[src/rtl/aes_byte_seq_ctrl_pkg.sv]
// Shared types and constants for the byte-serial AES sequencer.
package aes_ctrl_pkg;

   // Default geometry of the AES-128 byte-serial core
   localparam int AES_NR_DEF = 10;
   localparam int AES_NB_DEF = 16;
   localparam int AES_NC_DEF = 4;

   // Width of the byte and round counters and of the index outputs
   localparam int CNT_W = 4;
   localparam int SE_W  = 5;

   // Bit positions inside the state-array enable vector
   localparam int SE_BYTE   = 0;
   localparam int SE_MIX    = 1;
   localparam int SE_UNLOAD = 2;
   localparam int SE_HOLD   = 3;
   localparam int SE_ROT    = 4;

   // State encodings kept as plain constants so legacy code can match on them
   localparam logic [2:0] ST_IDLE  = 3'd0;
   localparam logic [2:0] ST_LOAD  = 3'd1;
   localparam logic [2:0] ST_KEYSB = 3'd2;
   localparam logic [2:0] ST_ROUND = 3'd3;
   localparam logic [2:0] ST_MIX   = 3'd4;
   localparam logic [2:0] ST_OUT   = 3'd5;

   typedef enum logic [2:0] {
      IDLE  = ST_IDLE,
      LOAD  = ST_LOAD,
      KEYSB = ST_KEYSB,
      ROUND = ST_ROUND,
      MIX   = ST_MIX,
      OUT   = ST_OUT
   } ctrl_state_e;

   // Last byte index of the phase the sequencer is currently in
   function automatic logic [CNT_W-1:0] phase_last(input ctrl_state_e st, input int nb, input int nc);
      logic [CNT_W-1:0] last;
      case (st)
         LOAD, ROUND:     last = CNT_W'(nb - 1);
         KEYSB, MIX, OUT: last = CNT_W'(nc - 1);
         default:         last = {CNT_W{1'b0}};
      endcase
      return last;
   endfunction

endpackage

[src/rtl/aes_byte_seq_ctrl_if.sv]
// Command/control bundle between the system side, the sequencer and the AES core.
interface aes_byte_seq_ctrl_if;
   import aes_ctrl_pkg::*;

   logic             start;
   logic             enc_dec_req;
   logic             key_ready;
   logic             busy;
   logic             done;
   logic             data_req;
   logic             out_valid;
   logic [CNT_W-1:0] round_idx;
   logic [CNT_W-1:0] byte_idx;
   logic [SE_W-1:0]  se;
   logic             in_round_sel;
   logic             sb_sel;
   logic             last_rnd_sel;
   logic             enc_dec;
   logic             key_stored;

   // Sequencer side: takes requests, drives the core controls
   modport master (
      input  start, enc_dec_req, key_ready,
      output busy, done, data_req, out_valid, round_idx, byte_idx, se,
             in_round_sel, sb_sel, last_rnd_sel, enc_dec, key_stored
   );

   // Requester / core side
   modport slave (
      output start, enc_dec_req, key_ready,
      input  busy, done, data_req, out_valid, round_idx, byte_idx, se,
             in_round_sel, sb_sel, last_rnd_sel, enc_dec, key_stored
   );

endinterface

[src/rtl/aes_byte_seq_ctrl_phase_cnt.sv]
// Loadable up-counter with terminal-count flag; saturates at MAX_LEN-1.
module aes_phase_cnt
   import aes_ctrl_pkg::*;
#(
   parameter int MAX_LEN = 16
) (
   input  logic             clk,
   input  logic             rst,
   input  logic             load_i,
   input  logic [CNT_W-1:0] load_val_i,
   input  logic             inc_i,
   input  logic [CNT_W-1:0] last_i,
   output logic [CNT_W-1:0] cnt_o,
   output logic             tc_o
);

   localparam logic [CNT_W-1:0] CNT_MAX = CNT_W'(MAX_LEN - 1);

   logic [CNT_W-1:0] cnt_q;

   // Count register: load wins over increment, never runs past CNT_MAX
   always_ff @(posedge clk) begin
      if (rst) begin
         cnt_q <= {CNT_W{1'b0}};
      end else if (load_i) begin
         cnt_q <= load_val_i;
      end else if (inc_i && (cnt_q < CNT_MAX)) begin
         cnt_q <= cnt_q + CNT_W'(1);
      end else begin
         cnt_q <= cnt_q;
      end
   end

   assign cnt_o = cnt_q;
   assign tc_o  = (cnt_q == last_i);

endmodule

[src/rtl/aes_byte_seq_ctrl.sv]
// Cycle-level phase sequencer for the byte-serial AES-128 core.
// Outputs are pure decodes of registered state/counters (plus a registered done).
module aes_byte_seq_ctrl
   import aes_ctrl_pkg::*;
#(
   parameter int NR = AES_NR_DEF,
   parameter int NB = AES_NB_DEF,
   parameter int NC = AES_NC_DEF
) (
   input  logic                clk,
   input  logic                rst,
   aes_byte_seq_ctrl_if.master bus
);

   localparam logic [CNT_W-1:0] NR_L = CNT_W'(NR);

   ctrl_state_e      state_q, state_d;
   logic             enc_dec_q, enc_dec_d;
   logic             done_q, done_d;

   logic [CNT_W-1:0] byte_cnt, byte_last, rnd_cnt, rnd_val;
   logic             byte_tc, byte_clr, byte_inc;
   logic             rnd_tc, rnd_load, rnd_inc;

   assign byte_last = phase_last(state_q, NB, NC);

   aes_phase_cnt #(.MAX_LEN(NB)) u_byte_cnt (
      .clk        (clk),
      .rst        (rst),
      .load_i     (byte_clr),
      .load_val_i ({CNT_W{1'b0}}),
      .inc_i      (byte_inc),
      .last_i     (byte_last),
      .cnt_o      (byte_cnt),
      .tc_o       (byte_tc)
   );

   aes_phase_cnt #(.MAX_LEN(NR + 1)) u_rnd_cnt (
      .clk        (clk),
      .rst        (rst),
      .load_i     (rnd_load),
      .load_val_i (rnd_val),
      .inc_i      (rnd_inc),
      .last_i     (NR_L),
      .cnt_o      (rnd_cnt),
      .tc_o       (rnd_tc)
   );

   // Next-state and counter control; every phase exits on its last byte
   always_comb begin
      state_d   = state_q;
      enc_dec_d = enc_dec_q;
      done_d    = 1'b0;
      byte_clr  = 1'b0;
      byte_inc  = 1'b0;
      rnd_load  = 1'b0;
      rnd_val   = {CNT_W{1'b0}};
      rnd_inc   = 1'b0;
      case (state_q)
         IDLE: begin
            byte_clr = 1'b1;
            if (bus.start && bus.key_ready) begin
               state_d   = LOAD;
               enc_dec_d = bus.enc_dec_req;
               rnd_load  = 1'b1;
            end else begin
               state_d = IDLE;
            end
         end
         LOAD: begin
            if (byte_tc) begin
               state_d  = KEYSB;
               byte_clr = 1'b1;
               rnd_load = 1'b1;
               rnd_val  = CNT_W'(1);
            end else begin
               byte_inc = 1'b1;
            end
         end
         KEYSB: begin
            if (byte_tc) begin
               state_d  = ROUND;
               byte_clr = 1'b1;
            end else begin
               byte_inc = 1'b1;
            end
         end
         ROUND: begin
            if (byte_tc) begin
               byte_clr = 1'b1;
               // The final round has no column mix in either direction
               if (rnd_tc) begin
                  state_d  = OUT;
                  rnd_load = 1'b1;
               end else begin
                  state_d = MIX;
               end
            end else begin
               byte_inc = 1'b1;
            end
         end
         MIX: begin
            if (byte_tc) begin
               state_d  = KEYSB;
               byte_clr = 1'b1;
               rnd_inc  = 1'b1;
            end else begin
               byte_inc = 1'b1;
            end
         end
         OUT: begin
            if (byte_tc) begin
               state_d  = IDLE;
               byte_clr = 1'b1;
               done_d   = 1'b1;
            end else begin
               byte_inc = 1'b1;
            end
         end
         default: begin
            state_d  = IDLE;
            byte_clr = 1'b1;
            rnd_load = 1'b1;
         end
      endcase
   end

   // State, direction latch and done pulse registers
   always_ff @(posedge clk) begin
      if (rst) begin
         state_q   <= IDLE;
         enc_dec_q <= 1'b1;
         done_q    <= 1'b0;
      end else begin
         state_q   <= state_d;
         enc_dec_q <= enc_dec_d;
         done_q    <= done_d;
      end
   end

   assign bus.busy         = (state_q != IDLE);
   assign bus.done         = done_q;
   assign bus.data_req     = (state_q == LOAD);
   assign bus.out_valid    = (state_q == OUT);
   assign bus.round_idx    = rnd_cnt;
   assign bus.byte_idx     = byte_cnt;
   assign bus.in_round_sel = (state_q != LOAD);
   assign bus.sb_sel       = (state_q == KEYSB);
   assign bus.last_rnd_sel = (state_q == ROUND) && rnd_tc;
   assign bus.enc_dec      = enc_dec_q;
   assign bus.key_stored   = (state_q != KEYSB);

   assign bus.se[SE_BYTE]   = (state_q == LOAD) || (state_q == ROUND);
   assign bus.se[SE_MIX]    = (state_q == MIX);
   assign bus.se[SE_UNLOAD] = (state_q == OUT);
   assign bus.se[SE_HOLD]   = (state_q == KEYSB);
   assign bus.se[SE_ROT]    = (state_q == ROUND) && (byte_cnt == CNT_W'(NB - 1));

endmodule

[src/flat_wrapper.sv]
// flat-port wrapper written by rule: the top's interface ports become plain ports
module aes_byte_seq_ctrl_flat import aes_ctrl_pkg::*;
#(
   parameter int NR = AES_NR_DEF,
   parameter int NB = AES_NB_DEF,
   parameter int NC = AES_NC_DEF
)
  (clk, rst, bus_start, bus_enc_dec_req, bus_key_ready, bus_busy, bus_done, bus_data_req, bus_out_valid, bus_round_idx, bus_byte_idx, bus_se, bus_in_round_sel, bus_sb_sel, bus_last_rnd_sel, bus_enc_dec, bus_key_stored);
  aes_byte_seq_ctrl_if bus_i ();
  input  logic clk;
  input  logic rst;
  input wire logic [$bits(bus_i.start)-1:0] bus_start;
  input wire logic [$bits(bus_i.enc_dec_req)-1:0] bus_enc_dec_req;
  input wire logic [$bits(bus_i.key_ready)-1:0] bus_key_ready;
  output wire logic [$bits(bus_i.busy)-1:0] bus_busy;
  output wire logic [$bits(bus_i.done)-1:0] bus_done;
  output wire logic [$bits(bus_i.data_req)-1:0] bus_data_req;
  output wire logic [$bits(bus_i.out_valid)-1:0] bus_out_valid;
  output wire logic [$bits(bus_i.round_idx)-1:0] bus_round_idx;
  output wire logic [$bits(bus_i.byte_idx)-1:0] bus_byte_idx;
  output wire logic [$bits(bus_i.se)-1:0] bus_se;
  output wire logic [$bits(bus_i.in_round_sel)-1:0] bus_in_round_sel;
  output wire logic [$bits(bus_i.sb_sel)-1:0] bus_sb_sel;
  output wire logic [$bits(bus_i.last_rnd_sel)-1:0] bus_last_rnd_sel;
  output wire logic [$bits(bus_i.enc_dec)-1:0] bus_enc_dec;
  output wire logic [$bits(bus_i.key_stored)-1:0] bus_key_stored;
  assign bus_i.start = bus_start;
  assign bus_i.enc_dec_req = bus_enc_dec_req;
  assign bus_i.key_ready = bus_key_ready;
  assign bus_busy = bus_i.busy;
  assign bus_done = bus_i.done;
  assign bus_data_req = bus_i.data_req;
  assign bus_out_valid = bus_i.out_valid;
  assign bus_round_idx = bus_i.round_idx;
  assign bus_byte_idx = bus_i.byte_idx;
  assign bus_se = bus_i.se;
  assign bus_in_round_sel = bus_i.in_round_sel;
  assign bus_sb_sel = bus_i.sb_sel;
  assign bus_last_rnd_sel = bus_i.last_rnd_sel;
  assign bus_enc_dec = bus_i.enc_dec;
  assign bus_key_stored = bus_i.key_stored;
  aes_byte_seq_ctrl #(.NR(NR), .NB(NB), .NC(NC)) u_core (.clk(clk), .rst(rst), .bus(bus_i));
endmodule
[config.mk]
export PLATFORM = sky130hd
export DESIGN_NAME = aes_byte_seq_ctrl_flat
export DESIGN_NICKNAME = d
export VERILOG_FILES = /design/src/rtl/aes_byte_seq_ctrl_pkg.sv /design/src/rtl/aes_byte_seq_ctrl_if.sv /design/src/rtl/aes_byte_seq_ctrl_phase_cnt.sv /design/src/rtl/aes_byte_seq_ctrl.sv /design/src/flat_wrapper.sv
export SDC_FILE = /design/constraint.sdc
export NUM_CORES = 1
export LEC_CHECK = 0
export ABC_AREA = 1
export BUFFER_PORTS_ARGS = -buffer_cell sky130_fd_sc_hd__buf_2
export CORE_UTILIZATION = 53
export DETAILED_ROUTE_END_ITERATION = 12
export HOLD_SLACK_MARGIN = 0.12
export PLACE_DENSITY = 0.8
export SYNTH_ARGS = -nofsm -noshare
export SYNTH_HDL_FRONTEND = slang
export SYNTH_SLANG_ARGS = --single-unit
[constraint.sdc]
create_clock -name clk -period 2.4 [get_ports clk]
set_input_delay 0.12 -clock clk [delete_from_list [all_inputs] [get_ports clk]]
set_output_delay 0.12 -clock clk [all_outputs]
set_load 0.02 [all_outputs]
==> metrics.md <==
| Metric | Value |
|---|---|
| Clock transition at the registers of the reported paths | 0.09 ns |
| Initial cell density of the core | 0.577 |
| Setup WS pre-CTS | 0.847 ns |
| Final Cycle Share | 0.659 |
| Seq/Total Area, Yosys | 0.296 |
| Antenna Violating Nets Remaining | 0 |
| Reg power frac | 0.294 |
| Synthesized area | 880 um^2 |
| Layout Cells excl Fill | 177 |
| CP top delay family | simple AND/OR/NAND/NOR gates |
| Max Cap Viol | 0 |
| Syn Area/Cell | 6.71 um^2 |
| Die X | 42.7 um |
| Worst skew pair latency | 0.28 ns |
| Post-DR vias/cell | 5.02 |
| Row Count | 14 |
| XOR/XNOR share of the synthesized area | 0.0199 |
| Maximum VDD drop | 0.471 mV |
| Worst path buffer plus inverter count | 2 |
| Syn_nets | 140 |
| Startpoint Class | flop |
| Critical-path top delay cell | dfxtp_1 |
| Largest net degree at the start of global routing | 11 |
| Vias in the first global route | 765 |
| Total wire length | 1930 um |
| Final instance area | 1060 um^2 |
| Clock group share of total power | 0.149 |
| Final TNS setup | 0 ns |
| Total Power | 943 uW |
| Drt first pass iters | 4 |
| Crit Path Class | reg2reg |
| First-pass GRT wire length | 3200 um |
| Max FO, Critical Path | 10 |
| Clk_skew | 0.00556 ns |
| CTS buffer count | 3 |
| Setup crit end kind | flop |
| Clk sinks | 13 |
| CTS tree | built |
| IO Pins | 27 |
| Crit path DAT | 1.75 ns |
| Final RePlAce weighted congestion | 0.907 |
| Diode count | 0 |
| Antenna violations before repair | 0 |
| Post-Synth Simple-Gate Area | 0.428 |
| Logic gate share of total power | 0.557 |
| I/O Buffers | 26 |
| CTS H-tree depth | 1 |
| Area grow syn2layout | 20.6% |
| Setup violators final | 0 |
| Placed Cells | 171 |
| Resize count post-CTS | 0 |
| Most frequent cells in the layout | nand2_1 (26), buf_2 (26), inv_1 (23), nor2_1 (21), dfxtp_1 (13) |
| Final hold violations | 0 |
| CTS max path bufs | 2 |
| P_int | 474 uW |
| RSZ-0062 raised after global routing | no |
| Post-DP HPWL | 1470 um |
| CTS root buffer | clkbuf_4 |
| Core area | 1520 um^2 |
| Slew Limit Fails | 0 |
| Layout cells sized above 1 | 0.261 |
| Routed wire per std cell | 10.9 um |
| Worst Hold Class | in2reg |
| Power density over the cells | 889 nW/um^2 |
| Vias | 888 |
| Gr ovfl total | 0 |
| Worst slew pin tran | 0.295 ns |
| Pleak | 0.568 nW |
| CP required | 2.57 ns |
| CP max stage delay | 0.45 ns |
| Post-synthesis mux area share | 0 |
| Filler instances | 141 |
| # DRC | 0 |
| Compound-cell area share of the yosys netlist | 0.0797 |
| Die Height | 42.7 um |
| CP cell instances | inv_2 > nand3_4 > nand2_2 > nand2_2 > nand2_4 > nor2_8 > nand2_1 > nand2_1 > inv_1 > nand2_1 > nor2_1 |
| Final core area utilization | 0.696 |
| Synth warn | 0 |
| Worst setup margin | 0.818 ns |
| Die ar. | 1830 um^2 |
| Largest family of logic cells by synthesized area | simple AND/OR/NAND/NOR gates |
| Fmax | 632 MHz |
| Sw Share | 0.498 |
| GRT Total Usage | 0.227 |
| Sw Pwr | 470 uW |
| Fin crit period | 1.58 ns |
| Status | completed |
| Post-synth cell types | 24 |
| Synth Instances | 131 |
| Worst slew margin | 0.802 |
| DRT iter0 DRCs | 23 |
| CP most frequent cell | nand2_1 |
| Adder-Cell Fraction of Synth Area | 0.0569 |
| Nets | 171 |
| Cell Area, Placed | 1010 um^2 |
| #FFs+latches synth | 13 |
| Hold WS | 0.133 ns |
## flip-flops by register name, indices dropped and copies added (netlist names)
name / cells
u_core.bus.done: 1
u_core.state_q: 3
u_core.bus.enc_dec: 1
u_core.u_byte_cnt.cnt_o: 4
u_core.u_rnd_cnt.cnt_o: 4
## worst reg2reg max path, delay by kind of cell, from the launching register on
family / cells / cell delay (ns)
DFF: 1 / 0.45
buffers and inverters: 2 / 0.17
and+or+nand+nor: 9 / 0.86
## worst paths after layout
check / startpoint / endpoint / slack, ns / cells after the start
hold reg to reg: u_core.bus.enc_dec$_SDFFE_PP1P_ / u_core.bus.enc_dec$_SDFFE_PP1P_ / 0.47 / 2
setup reg to reg: u_core.state_q[2]$_SDFFE_PP0P_ / u_core.u_rnd_cnt.cnt_o[2]$_SDFFE_PP0P_ / 0.82 / 11
setup / recovery: u_core.state_q[2]$_SDFFE_PP0P_ / u_core.u_rnd_cnt.cnt_o[2]$_SDFFE_PP0P_ / 0.82 / 11
hold / removal: bus_start / u_core.bus.enc_dec$_SDFFE_PP1P_ / 0.13 / 3
## repair_timing
action                    4_1_cts  5_1_grt
hold endpoints to repair        4        0
buffers inserted                0        0
hold buffers                    2        0
## Yosys cell counts (all sizes together)
cell / n / area, um^2
a21oi: 9 / 45.0
ha: 4 / 50.1
o21ai: 5 / 25.0
nor3: 2 / 15.0
nor2: 22 / 98.9
nor4: 1 / 6.26
nand3: 12 / 87.6
buf: 2 / 15.0
nand4: 1 / 6.26
dfxtp: 13 / 260
xor2: 2 / 17.5
inv: 24 / 90.1
or2: 3 / 18.8
nand2: 31 / 144
## cells by family after synthesis
logic type,after synthesis
and+or+nand+nor,72
buffers and inverters,26
AOI/OAI and AO/OA,14
DFF,13
adders and majority gates,4
xor gates and xnor gates,2
## power groups by stage
stage                     clock (mW)  combinational [mW]  sequential, mW
after floorplan                    0               0.393           0.292
after CTS                      0.140               0.523           0.277
final                          0.140               0.526           0.277
after global placement             0               0.508           0.280
after detailed placement           0               0.517           0.282
after global routing           0.146               0.578           0.282
## per-layer routing
metal | part of all wire | global-route usage
met1 | 0.47 | 0.289
met2 | 0.48 | 0.385
met3 | 0.039 | 0.0255
met4 | 0.0088 | 0.0938
met5 | 0 | 0
## layout make-up
type                            count  area, um^2  area share
Multi-Input combinational cell     92         514       0.485
Sequential cell                    13         260       0.245
Timing Repair Buffer               28         150       0.142
Inverter                           24        90.1      0.0849
Clock buffer                        4        26.3      0.0248
Tap cell                           16        20.0      0.0189
Note: power is estimated with default switching activity, not from simulation.
